**src/rtl/hook_rope_controller.sv**
```systemverilog
`default_nettype none
// ============================================================================
// Module      : hook_rope_controller
// Description : Gold Miner claw rope endpoint generator. A SWING/EXTEND/RETRACT
//               state machine, advanced by the per-frame tick, maintains an
//               angle index and a rope length. The endpoint is computed from
//               them through a Q7 cos/sin table and registered.
// Revision    : 1.0 - initial release
// ----------------------------------------------------------------------------
// Ports:
//   clk          in   system clock
//   resetN       in   asynchronous active-low reset
//   startOfFrame in   one-cycle pulse per VGA frame
//   fire         in   launch request (level or pulse)
//   collision    in   hook tip hit an object or the screen border
//   weight       in   [2:0] weight of the caught object, unsigned
//   x_end        out  [10:0] signed rope endpoint x
//   y_end        out  [10:0] signed rope endpoint y
//   state_out    out  [1:0] 00 SWING, 01 EXTEND, 10 RETRACT
//   retract_done out  one-cycle pulse when the rope is back at MIN_LEN
//   caught       out  valid with retract_done: 1 = retract caused by collision
// ============================================================================
module hook_rope_controller #(
  parameter int X_START       = 300,
  parameter int Y_START       = 0,
  parameter int MIN_LEN       = 20,
  parameter int MAX_LEN       = 400,
  parameter int EXTEND_SPEED  = 4,
  parameter int RETRACT_SPEED = 8,
  parameter int SWING_DIV     = 2
) (
  input  logic               clk,
  input  logic               resetN,
  input  logic               startOfFrame,
  input  logic               fire,
  input  logic               collision,
  input  logic [2:0]         weight,
  output logic signed [10:0] x_end,
  output logic signed [10:0] y_end,
  output logic [1:0]         state_out,
  output logic               retract_done,
  output logic               caught
);

  localparam int             DIV_W     = (SWING_DIV > 1) ? $clog2(SWING_DIV) : 1;
  localparam logic [DIV_W-1:0] DIV_LAST = DIV_W'(SWING_DIV - 1);
  localparam logic [8:0]     MIN_LEN_V = 9'(MIN_LEN);
  localparam logic [8:0]     MAX_LEN_V = 9'(MAX_LEN);
  localparam logic [10:0]    X_RESET   = 11'(X_START);
  localparam logic [10:0]    Y_RESET   = 11'(Y_START + MIN_LEN);

  typedef enum logic [1:0] {
    ST_SWING   = 2'b00,
    ST_EXTEND  = 2'b01,
    ST_RETRACT = 2'b10
  } state_e;

  state_e             state_q, state_d;
  logic [3:0]         idx_q, idx_d;
  logic               dir_up_q, dir_up_d;
  logic [DIV_W-1:0]   div_q, div_d;
  logic [8:0]         len_q, len_d;
  logic               caught_q, caught_d;
  logic               retract_done_q, retract_done_d;
  logic signed [10:0] x_end_q, x_end_d;
  logic signed [10:0] y_end_q, y_end_d;

  logic signed [8:0]  cos_v, sin_v;
  logic signed [17:0] prod_x, prod_y;
  logic [9:0]         len_grow;
  logic [8:0]         step;

  // Q7 trig table, angle = 10 + 20*idx degrees, y axis pointing down.
  function automatic logic signed [8:0] cos_q7(input logic [3:0] i);
    case (i)
      4'd0:    cos_q7 = 9'sd126;
      4'd1:    cos_q7 = 9'sd111;
      4'd2:    cos_q7 = 9'sd82;
      4'd3:    cos_q7 = 9'sd44;
      4'd4:    cos_q7 = 9'sd0;
      4'd5:    cos_q7 = -9'sd44;
      4'd6:    cos_q7 = -9'sd82;
      4'd7:    cos_q7 = -9'sd111;
      4'd8:    cos_q7 = -9'sd126;
      default: cos_q7 = 9'sd0;
    endcase
  endfunction

  function automatic logic signed [8:0] sin_q7(input logic [3:0] i);
    case (i)
      4'd0, 4'd8: sin_q7 = 9'sd22;
      4'd1, 4'd7: sin_q7 = 9'sd64;
      4'd2, 4'd6: sin_q7 = 9'sd98;
      4'd3, 4'd5: sin_q7 = 9'sd120;
      4'd4:       sin_q7 = 9'sd128;
      default:    sin_q7 = 9'sd0;
    endcase
  endfunction

  always_comb begin
    state_d        = state_q;
    idx_d          = idx_q;
    dir_up_d       = dir_up_q;
    div_d          = div_q;
    len_d          = len_q;
    caught_d       = caught_q;
    retract_done_d = 1'b0;

    len_grow = {1'b0, len_q} + 10'(EXTEND_SPEED);
    // Heavier loads retract slower, but never stall completely.
    if ({6'd0, weight} < 9'(RETRACT_SPEED)) begin
      step = 9'(RETRACT_SPEED) - {6'd0, weight};
    end else begin
      step = 9'd1;
    end

    case (state_q)
      ST_SWING: begin
        // A launch takes precedence over an angle step in the same cycle.
        if (fire) begin
          state_d  = ST_EXTEND;
          caught_d = 1'b0;
        end else if (startOfFrame) begin
          if (div_q == DIV_LAST) begin
            div_d = '0;
            if (dir_up_q) begin
              idx_d = idx_q + 4'd1;
              if (idx_q == 4'd7) dir_up_d = 1'b0;
            end else begin
              idx_d = idx_q - 4'd1;
              if (idx_q == 4'd1) dir_up_d = 1'b1;
            end
          end else begin
            div_d = div_q + 1'b1;
          end
        end
      end
      ST_EXTEND: begin
        if (collision) begin
          state_d  = ST_RETRACT;
          caught_d = 1'b1;
        end else if (startOfFrame) begin
          if (len_grow >= {1'b0, MAX_LEN_V}) begin
            len_d    = MAX_LEN_V;
            state_d  = ST_RETRACT;
            caught_d = 1'b0;
          end else begin
            len_d = len_grow[8:0];
          end
        end
      end
      ST_RETRACT: begin
        if (startOfFrame) begin
          if ({1'b0, len_q} <= ({1'b0, MIN_LEN_V} + {1'b0, step})) begin
            len_d          = MIN_LEN_V;
            state_d        = ST_SWING;
            retract_done_d = 1'b1;
          end else begin
            len_d = len_q - step;
          end
        end
      end
      default: begin
        state_d = ST_SWING;
      end
    endcase

    // Endpoint follows the current len/idx registers, hence one cycle behind.
    cos_v   = cos_q7(idx_q);
    sin_v   = sin_q7(idx_q);
    prod_x  = $signed({9'd0, len_q}) * $signed({{9{cos_v[8]}}, cos_v});
    prod_y  = $signed({9'd0, len_q}) * $signed({{9{sin_v[8]}}, sin_v});
    // Bits [17:7] are the arithmetic >>>7 result (floor toward -inf).
    x_end_d = $signed(X_RESET + prod_x[17:7]);
    y_end_d = $signed(11'(Y_START) + prod_y[17:7]);
  end

  always_ff @(posedge clk or negedge resetN) begin
    if (!resetN) begin
      state_q        <= ST_SWING;
      idx_q          <= 4'd4;
      dir_up_q       <= 1'b1;
      div_q          <= '0;
      len_q          <= MIN_LEN_V;
      caught_q       <= 1'b0;
      retract_done_q <= 1'b0;
      x_end_q        <= $signed(X_RESET);
      y_end_q        <= $signed(Y_RESET);
    end else begin
      state_q        <= state_d;
      idx_q          <= idx_d;
      dir_up_q       <= dir_up_d;
      div_q          <= div_d;
      len_q          <= len_d;
      caught_q       <= caught_d;
      retract_done_q <= retract_done_d;
      x_end_q        <= x_end_d;
      y_end_q        <= y_end_d;
    end
  end

  assign x_end        = x_end_q;
  assign y_end        = y_end_q;
  assign state_out    = state_q;
  assign retract_done = retract_done_q;
  assign caught       = caught_q;

endmodule
`default_nettype wire

```
**config.mk**
```make
export PLATFORM = sky130hd
export DESIGN_NAME = hook_rope_controller
export DESIGN_NICKNAME = d
export VERILOG_FILES = /design/src/rtl/hook_rope_controller.sv
export SDC_FILE = /design/constraint.sdc
export NUM_CORES = 1
export LEC_CHECK = 0
export ABC_AREA = 1
export CORE_UTILIZATION = 65
export DETAILED_ROUTE_END_ITERATION = 10
export PLACE_DENSITY = 0.9
export SLEW_MARGIN = 20
export SYNTH_ARGS = -nofsm -noshare
export SYNTH_HDL_FRONTEND = slang
export SYNTH_SLANG_ARGS = --single-unit
```
**constraint.sdc**
```tcl
create_clock -name clk -period 16.17 [get_ports clk]
set_input_delay 4.851 -clock clk [delete_from_list [all_inputs] [get_ports clk]]
set_output_delay 4.851 -clock clk [all_outputs]
set_load 0.02 [all_outputs]
```
==> flow_metrics.tcl, run 1 <==
set metrics [dict create \
    yosysUniqueCellTypes 45 \
    min_to "div_q" \
    whs_path_depth 1 \
    rr_startpoint "idx_q[0]" \
    start_util_pct 66.8 \
    status "completed" \
    end_kind "register" \
    syn_area_per_cell_sq_um 8.03 \
    rows 38 \
    reg2reg_to "x_end[9]" \
    slew_headroom_pct 33.5 \
    ys.flop_type "dfrtp_1" \
    routedWlPerCell_microns 14.6 \
    tns_ns 0 \
    synth_area_leaders "fa_1 (23%), ha_1 (20%), dfrtp_1 (11%)" \
    grt_pass1_wl_microns 26700 \
    die_y_microns 108 \
    die_width_microns 108 \
    n_antenna_cell 0 \
    ys_seq_elements 41 \
    fillers 793 \
    gr-total-overflow 0 \
    ys_seq_area_share_pct 14.3 \
    dr_total_vias 5988 \
    ioPinCount 34 \
    worst-path-max-fanout 6 \
    yosysTopAreaCell "fa_1" \
    clock_sinks 41 \
    cp-start-kind "primary input" \
    yosysWarnings 0 \
    antenna_found_initial 0 \
    die-area_sq_um 11600 \
    dr.pass1.iters 6 \
    rsz0062_at_grt "false" \
    clk_pin_slew_ns 0.10 \
    crit_type "primary input to register" \
    cts_setup_buffers 0 \
    place_hpwl_microns 12300 \
    cts_hold_buf 0 \
    cts_made_buffers 5 \
    critical_path_arrival_ns 7.69 \
    ant_nets 0 \
    ctsRootBufferMaster "clkbuf_8" \
    layout_min_cycle_time_ns 7.49 \
    drt_iter0_drc 482 \
    clk_path_buf_depth 2 \
    synth_top_area_share_pct 23.1 \
    hold_viol 0 \
    maxSlewViolCount 0 \
    cts_max_level 2 \
    place_congestion 0.944 \
    hold_start "div_q" \
    setup_violations 0 \
    grt_pass1_vias 5836 \
    r2r_slack_ns 9.35 \
    finClkSkew_ns 0.00903 \
    core_region_area_sq_um 10900 \
    synthArstFlopShare_pct 100 \
    synth_edf_count 0 \
    track_usage_pct 29.6 \
    crit_start "weight[0]" \
    avgViaCountPerCell 5.60 \
    period_share_pct 46.3 \
    maxCapViolCount 0 \
    portBuffers 33 \
    worstMarginPinSlew_ns 0.997 \
    hold_slack_ns 0.470 \
    clk_latency_ns 0.33 \
    route.detailed.drc 0 \
    syn_nets 1112 \
    min_path_type "register to register" \
    layout.cells.non_filler 1069 \
    drive_above_1_share_pct 6.35 \
    syn_to_final_growth_pct 6.71 \
    r2r_cells 26 \
    final_nets 1134 \
    wl_microns 15600 \
    crit_required_ns 16.37 \
    netlist_area_sq_um 7270 \
    dp_cells 1061 \
    maxClockFrequency_mhz 133 \
    grt_max_degree 42 \
    postSynthCellCount 906 \
    cts_resized 0 \
    cts_tree "built" \
]
## layout make-up
type | count | area [sq um] | share of cell area [%]
sequential | 41 | 1040 | 13.4
multi-input combinational | 660 | 5430 | 69.9
timing repair buffer | 34 | 333 | 4.29
tap | 140 | 175 | 2.26
clock inverter | 2 | 15.0 | 0.193
clock buffer | 6 | 72.6 | 0.935
inverter | 186 | 703 | 9.06
## sequential cells by signal (all words and copies together) (netlist names)
signal	flops
x_end	11
state_out	2
len_q	9
caught	1
div_q	1
idx_q	4
retract_done	1
y_end	11
dir_up_q	1
## worst max path at each step
stage,endpoint,slack (ns),cells past startpoint
finish,len_q[6],8.68,19
detailed placement,len_q[6],8.33,19
global route,len_q[7],8.43,18
floorplan,len_q[6],9.18,18
global placement,len_q[6],8.39,19
CTS,len_q[6],8.67,19
## critical path: stages
cell and delay, ns:
clkdlybuf4s50_1 0.50, inv_1 0.05, ha_1 0.20, xor2_1 0.19, inv_1 0.09, ha_1 0.27, inv_1 0.04, ha_1 0.30
a21oi_1 0.13, nand2_1 0.06, nand2_1 0.05, nand3b_1 0.07, o21ai_0 0.08, nand3_1 0.13, nand2_1 0.23, inv_1 0.13
a21oi_1 0.14, o21a_1 0.13, a21oi_1 0.04
## layout by cell type, fill, tap and decap left out, types with 7 or more instances in the layout
cell type          n
xor2_1            28
nor3_1            10
dfstp_2           10
fa_1              84
nand2_2           20
xnor2_1            7
a21oi_1           31
nand3_1           30
o21ai_0           22
clkdlybuf4s50_1   32
nand2_1          136
nor2_1           124
dfrtp_1           31
inv_1            180
ha_1             114
## per-layer routing
layer	part of all wire [%]	routed length, microns	GRT usage [%]	vias up
li1	-	-	-	2832
met1	42	6560	39.5	2877
met2	48	7500	48.9	246
met3	7.9	1240	5.51	33
met4	1.8	281	8.71	0
met5	0	0	0	-
## cell usage after synthesis (2+ instances only)
library cell	instances
fa_1	84
a211oi_1	2
a22oi_1	3
buf_6	2
nand2_2	20
xor2_1	28
a31oi_1	3
nor2_4	2
and2_1	2
ha_1	114
nand2_1	136
o21bai_1	2
nand3b_1	6
clkinv_1	2
nand2_4	6
inv_1	180
o21ai_0	22
o31ai_1	3
nor3_1	10
buf_2	2
nor2_1	124
inv_2	3
dfstp_2	10
a21oi_1	31
nand4_1	5
o21a_1	2
xnor2_1	7
nand3_1	30
buf_4	2
clkbuf_1	12
nand3_2	2
dfrtp_1	31
nor4_1	3
nand3_4	2
a21o_1	2
o211ai_1	2
## cell families after synthesis
family | count (synthesis) | share of synthesized area [%]
AOI/OAI and AO/OA | 76 | 5.99
xor gates and xnor gates | 35 | 4.21
adders and majority gates | 198 | 42.7
buffers and inverters | 205 | 11.1
DFF | 41 | 14.3
and+or+nand+nor | 351 | 21.7
## per-stage QoR
stage | utilization [%] | setup slack [ns] | instance area, sq um
floorplan | - | 9.18 | 7270
global placement | 70.5 | 8.39 | 7670
detailed placement | 70.5 | 8.33 | 7670
CTS | 71.3 | 8.67 | 7760
global route | 71.3 | 8.43 | 7760
finish | 71.3 | 8.68 | 7760
Power of run 1 is not shown: default switching activity piles up to over one toggle a cycle in this logic, so the estimate is an artifact.
==> run 2: changes to the inputs <==
Settings changed: CORE_UTILIZATION 65 to 57, PLACE_DENSITY 0.9 to 0.84.
Clock period 16.17 ns to 6.14 ns, I/O delays scaled along.
==> flow_metrics.tcl, run 2 (same netlist as run 1, synthesis figures left out) <==
set metrics [dict create \
    status "completed" \
    cp_num_buf_inv 7 \
    n_antenna_cell 0 \
    crit_type "register to register" \
    ioPinCount 34 \
    setup_violations 0 \
    cts_max_level 2 \
    crit_required_ns 6.38 \
    core_region_area_sq_um 12200 \
    worst_path_most_repeated_cell "nand2_1" \
    dpl-instance-area_sq_um 7840 \
    cts_resized 0 \
    critPathMaxStageDelay_ns 0.54 \
    cts_hold_buf 0 \
    wl_microns 16300 \
    routedWlPerCell_microns 14.6 \
    ant_nets 0 \
    cp-start-kind "register" \
    rows 40 \
    cts_made_buffers 5 \
    avgViaCountPerCell 5.40 \
    start_util_pct 59.6 \
    layout_min_cycle_time_ns 5.85 \
    final_common_cell "inv_1" \
    final_nets 1151 \
    end_kind "register" \
    hold_viol 0 \
    maxClockFrequency_mhz 171 \
    grt_max_degree 42 \
    worst-path-max-fanout 9 \
    antenna_found_initial 0 \
    final_cell_mix "inv_1 (178), nand2_1 (136), nor2_1 (123)" \
    cp_top_family "adder cells" \
    min_path_type "register to register" \
    clk_latency_ns 0.30 \
    clk_pin_slew_ns 0.06 \
    clk_path_buf_depth 2 \
    ctsRootBufferMaster "clkbuf_16" \
    clock_sinks 41 \
    portBuffers 33 \
    period_share_pct 95.2 \
    die_y_microns 115 \
    drive_above_1_share_pct 8.99 \
    cp_slowest_cell "fa_1" \
    critical_path_arrival_ns 6.09 \
    grt_pass1_vias 6171 \
    cts_setup_buffers 0 \
    stdcell_area_sq_um 8040 \
    dr_total_vias 6012 \
    die-area_sq_um 13200 \
    fillers 1005 \
    maxCapViolCount 0 \
    slew_headroom_pct 48.9 \
    dr.pass1.iters 5 \
    die_width_microns 115 \
    route.detailed.drc 0 \
    maxSlewViolCount 0 \
    gr-total-overflow 0 \
    grt_pass1_wl_microns 28400 \
    syn_to_final_growth_pct 10.5 \
    track_usage_pct 27.5 \
    drt_iter0_drc 417 \
    finClkSkew_ns 0.00768 \
    worstMarginPinSlew_ns 0.761 \
    place_congestion 0.971 \
    place_hpwl_microns 13100 \
    cts_tree "built" \
]
## run 2: cell count changes in the layout (fill, tap and decap cells not counted), moves of 2 or more
cell / delta
a21oi_1: -3
a21oi_2: +3
buf_4: +18
clkbuf_16: +5
clkbuf_8: -4
clkinvlp_4: -2
inv_1: -2
inv_2: +2
## run 2: cell type report
| cell class | count | area [sq um] | area share [%] |
|---|---|---|---|
| Inverter | 186 | 703 | 8.75 |
| Tap cell | 168 | 210 | 2.62 |
| Sequential cell | 41 | 1040 | 12.9 |
| Clock buffer | 7 | 143 | 1.78 |
| Clock inverter | 1 | 30.0 | 0.374 |
| Timing Repair Buffer | 51 | 463 | 5.76 |
| Multi-Input combinational cell | 660 | 5450 | 67.8 |
## run 2: metal layers
layer  part of all wire (%)  track usage, %
met1                     43            36.3
met2                     46            46.0
met3                    6.9            4.01
met4                    3.3            10.6
met5                      0               0
## run 2: final timing paths
kind | to | cells after the start | from | slack (ns)
min in group asynchronous | y_end[0] | 1 | resetN | 1.55
worst max-delay path | x_end[10] | 30 | idx_q[1] | 0.29
worst max register to register | x_end[10] | 30 | idx_q[1] | 0.29
max in group asynchronous | idx_q[0] | 1 | resetN | 4.17
worst min-delay path | div_q | 1 | div_q | 0.48
worst min register to register | div_q | 1 | div_q | 0.48
## run 2: per-stage QoR
stage               hold WS, ns  utilization [%]  instances  setup TNS, ns  setup WS (ns)
CTS                       0.474             65.6       1114              0          0.122
global placement          0.449             64.2       1106              0          0.372
floorplan                 0.434                -        906              0          0.233
finish                    0.477             65.8       1114              0          0.293
global route              0.509             65.8       1114       -0.00894       -0.00894
detailed placement        0.465             64.2       1106              0          0.169
Power of run 2 is left out for the same reason.
==> RTL change 1 (settings of run 2) <==
The parameter `SWING_DIV` goes from 2 to 1.
--- a/src/rtl/hook_rope_controller.sv
+++ b/src/rtl/hook_rope_controller.sv
@@ -27,7 +27,7 @@
   parameter int MAX_LEN       = 400,
   parameter int EXTEND_SPEED  = 4,
   parameter int RETRACT_SPEED = 8,
-  parameter int SWING_DIV     = 2
+  parameter int SWING_DIV     = 1
 ) (
   input  logic               clk,
   input  logic               resetN,
Check against the original RTL: not equivalent (Yosys sat finds a counterexample within 4 cycles, from zero or initial values and one cycle with resetN low).
==> RTL change 1 against run 2 <==
Die area down 1.2%; sequential cell count down 1; non-clock buffer count up 1; final area down 1.2%; area after synthesis down 1.3%; worst setup slack worse by 0.021 ns; utilization down 0.54 points; routed wire length down 2.4%; global-route usage down 0.61 points; fmax down 0.35%.
Power is not shown: default switching activity piles up to over one toggle a cycle in this logic, so the estimate is an artifact.
==> RTL change 1: results (changes against run 2) <==
largest net degree at the start of global routing=41 (was 42); synth warn=0 (unchanged); fraction of registers with async set/reset=1.00 (unchanged); crit path max fanout=11 (was 9); vias in the first global route=6185 (was 6171); HP Class=flip-flop to flip-flop (unchanged); Post-CTS Setup Bufs=0 (unchanged); All-Layer GR Usage=0.269 (was 0.275); drt first pass iters=7 (was 5); first-pass GRT wire length=27800 um (was 28400 um); Vias/cell=5.34 (was 5.40); WHS Path Cells=2 (was 1); Main synth FF type=dfrtp_1 (unchanged); R2R cell count=29 (was 30); CTS Root Cell=clkbuf_16 (unchanged); Seq/Total Area, Yosys=0.141 (was 0.143); number of I/O port buffers=33 (unchanged); Fin. Hold Viols=0 (unchanged); Nets=1148 (was 1151); top cells by area, synth=fa_1, ha_1, dfrtp_1 (unchanged); outcome=complete, no violations (unchanged); ratio of cells with drive above 1 in the final layout=0.0900 (was 0.0899); setup slack, reg-to-reg=0.27 ns (was 0.29 ns); Synth Area in Adders=0.430 (was 0.427); cts bufs inserted=5 (unchanged); proportion of synthesized area in mux cells=0 (unchanged); Layout Skew=0.00481 ns (was 0.00768 ns); clock latency on the worst-skew pair=0.29 ns; fill cell count=994 (was 1005); XOR/XNOR Fraction of Synth Area=0.0427 (was 0.0421); antenna fix cells=0 (unchanged); initial antenna violation count=0 (unchanged); PnR worst setup slack=0.272 ns (was 0.293 ns); Longest Clk Path Bufs=2 (unchanged); most frequent cells after synthesis=inv_1, nand2_1, nor2_1, ha_1, fa_1 (unchanged); DR iter-0 viols=442 (was 417); GPL Wtd Cong=0.899 (was 0.971); worst endpoint data arrival time=6.10 ns (was 6.09 ns); Cell variety after synth=41 (was 45); Reg clk slew, reported paths=0.06 ns (about the same); Max-Slew Margin vs Limit=0.336 (was 0.489); Cell Area, Placed=7770 um^2 (was 7840 um^2); DP HPWL=12700 um (was 13100 um); CP peak stage delay=0.56 ns (was 0.54 ns); Avg WL per Cell=14.3 um (was 14.6 um); slowest CP cell=dfstp_2 (was fa_1); crit path to=x_end[10] (unchanged); Critical Setup Path Class=flip-flop to flip-flop (unchanged); Synth top area share=0.231 (about the same); H-tree depth=2 (unchanged); Setup WS pre-CTS=0.175 ns (was 0.169 ns); compound-gate portion of the synthesized area=0.0599 (about the same); RR Startpoint=idx_q[2] (was idx_q[1])
[RTL change 1: final cells by class]
| type | instances | area, um^2 | area share |
|---|---|---|---|
| Tap cell | 168 | 210 | 0.0265 |
| Multi-Input combinational cell | 662 | 5420 | 0.683 |
| Clock inverter | 1 | 5.00 | 0.000631 |
| Inverter | 182 | 688 | 0.0867 |
| Clock buffer | 7 | 133 | 0.0167 |
| Timing Repair Buffer | 52 | 468 | 0.0590 |
| Sequential cell | 40 | 1010 | 0.128 |
[RTL change 1: how the worst min path moves through the flow]
stage | endpoint | slack (ns) | from
after CTS | caught | 0.49 | caught
final | caught | 0.48 | caught
after detailed placement | caught | 0.47 | caught
after floorplan | len_q[0] | 0.53 | len_q[0]
after global routing | caught | 0.51 | caught
after global placement | caught | 0.47 | caught
[RTL change 1: logic make-up after synthesis]
kind of cell | after synthesis
and+or+nand+nor | 352
xor gates and xnor gates | 35
adders and majority gates | 197
buffers and inverters | 199
AOI/OAI and AO/OA | 78
DFF | 40
[RTL change 1: what timing repair did]
item,4_1_cts,5_1_grt
endpoints found under the hold margin,0,0
gates resized for setup,0,9
setup endpoints to repair,0,6
[RTL change 1: per-stage QoR]
stage          hold slack [ns]  TNS [ns]  cells
3_3_place_gp             0.470         0   1104
6_report                 0.483         0   1112
3_5_place_dp             0.473         0   1104
2_1_floorplan            0.534         0    901
5_1_grt                  0.507  -0.00630   1112
4_1_cts                  0.489         0   1112
[RTL change 1: worst max-delay path, delay by kind of cell (launching register included)]
kind	cells	cell delay [ns]
AND/OR/NAND/NOR	12	1.03
buffers and inverters	8	0.72
flip-flops	1	0.56
adder cells (fa/ha/maj)	7	3.10
AO/OA/AOI/OAI	2	0.39
[RTL change 1: per-layer routing]
metal | global-route usage | vias to the layer above | routed length, um
li1 | - | 2873 | -
met1 | 0.342 | 2808 | 6680
met2 | 0.460 | 215 | 7700
met3 | 0.0402 | 38 | 1050
met4 | 0.111 | 0 | 433
met5 | 0 | - | 0
==> RTL change 2 (flow settings as in run 2) <==
Without the edit above. Register the output `y_end` once more; this adds one clock of latency there. The other outputs are not delayed to match.
--- a/src/rtl/hook_rope_controller.sv
+++ b/src/rtl/hook_rope_controller.sv
@@ -200,7 +200,9 @@
   end
 
   assign x_end        = x_end_q;
-  assign y_end        = y_end_q;
+  always_ff @(posedge clk) begin
+    y_end <= y_end_q;
+  end
   assign state_out    = state_q;
   assign retract_done = retract_done_q;
   assign caught       = caught_q;
Function: changed (Yosys sat finds a counterexample within 4 cycles, from zero or initial values and one cycle with resetN low).
==> RTL change 2 against run 2 <==
Area after synthesis increased by 2.3%; final area up 2.7%; worst setup slack improved by 0.0052 ns; routed wire length about the same; critical endpoint unchanged; final cell count is 1.6% higher; sequential cell count is 11 higher; clock skew about the same; largest cell class unchanged.
Power is left out: the tool's default activity adds up to more than one toggle a clock period on the data nets, which glitch-free logic cannot reach.
==> RTL change 2: results (changes against run 2) <==
outcome=complete, no violations (unchanged); Longest Clk Path Bufs=2 (unchanged); Nets=1165 (was 1151); worst endpoint data arrival time=6.10 ns (was 6.09 ns); fraction of registers with async set/reset=0.788 (was 1.00); DP HPWL=13100 um (about the same); Layout Skew=0.00793 ns (was 0.00768 ns); All-Layer GR Usage=0.266 (was 0.275); antenna fix cells=0 (unchanged); met3 Track Usage GR=0.0415 (was 0.0401); most frequent cells after synthesis=inv_1, nand2_1, nor2_1, ha_1, fa_1 (unchanged); Worst Tran Pin Value=0.824 ns (was 0.761 ns); met1 layer usage reported by global route=0.345 (was 0.363); HP Class=flip-flop to flip-flop (unchanged); number of I/O port buffers=33 (unchanged); GRT met2 Usage=0.441 (was 0.460); Reg clk slew, reported paths=0.08 ns (was 0.06 ns); crit path max fanout=9 (unchanged); GPL Wtd Cong=0.964 (was 0.971); total routed wirelength=16300 um (about the same); fill cell count=1032 (was 1005); ratio of cells with drive above 1 in the final layout=0.102 (was 0.0899); top cells by area, synth=fa_1, ha_1, dfrtp_1 (unchanged); DR vias=6079 (was 6012); DR iter-0 viols=495 (was 417); Cell variety after synth=45 (unchanged); Seq/Total Area, Yosys=0.169 (was 0.143); Mapped Nets=1121 (was 1112); first-pass GRT wire length=27800 um (was 28400 um); clock latency on the worst-skew pair=0.31 ns; slowest CP cell=fa_1 (unchanged)
==> RTL change 2: layer usage <==
layer	vias to the layer above	share of wire
met5	-	0
met4	0	0.032
met3	44	0.059
met2	217	0.47
met1	2911	0.44
li1	2907	-
==> RTL change 2: path summary, 6_finish.rpt <==
check	start	end	slack, ns	cells after the start
min	y_end_q[10]	y_end[10]	0.35	0
max in group asynchronous	resetN	idx_q[1]	4.20	1
max reg2reg	idx_q[1]	x_end[10]	0.30	30
min in group asynchronous	resetN	y_end_q[0]	1.52	1
max	idx_q[1]	x_end[10]	0.30	30
min reg2reg	y_end_q[10]	y_end[10]	0.35	0
==> RTL change 2: cell type report <==
class,count,area [um^2],area share
clock buffers,5,125,0.0152
clock inverters,3,26.3,0.00318
inverters,181,679,0.0823
multi-input cells,663,5450,0.660
flip-flops and latches,52,1260,0.153
well taps,172,215,0.0261
repair buffers,56,500,0.0606
==> RTL change 2: repair_timing <==
action,4_1_cts,5_1_grt
gates resized for setup,0,18
endpoints found under the setup margin,0,6
setup buffers,0,2
==> RTL change 2: stage by stage <==
step	utilization	hold slack (ns)	instance area, um^2	instances	worst slack [ns]
after detailed placement	0.635	0.327	8040	1122	0.210
after CTS	0.647	0.346	8200	1130	0.139
after global routing	0.652	0.351	8260	1132	0.000596
after global placement	0.635	0.324	8040	1122	0.257
after floorplan	-	0.324	7440	915	0.268
final	0.652	0.345	8260	1132	0.298
==> RTL change 2: kinds of logic (layout without fill, tap and decap cells) <==
logic type | count (synthesis) | after routing | share of synthesized area
AND/OR/NAND/NOR | 356 | 356 | 0.212
buffers and inverters | 200 | 245 | 0.104
adder cells (fa/ha/maj) | 198 | 198 | 0.418
AO/OA/AOI/OAI | 73 | 73 | 0.0548
flip-flops | 52 | 52 | 0.169
XOR/XNOR | 36 | 36 | 0.0424
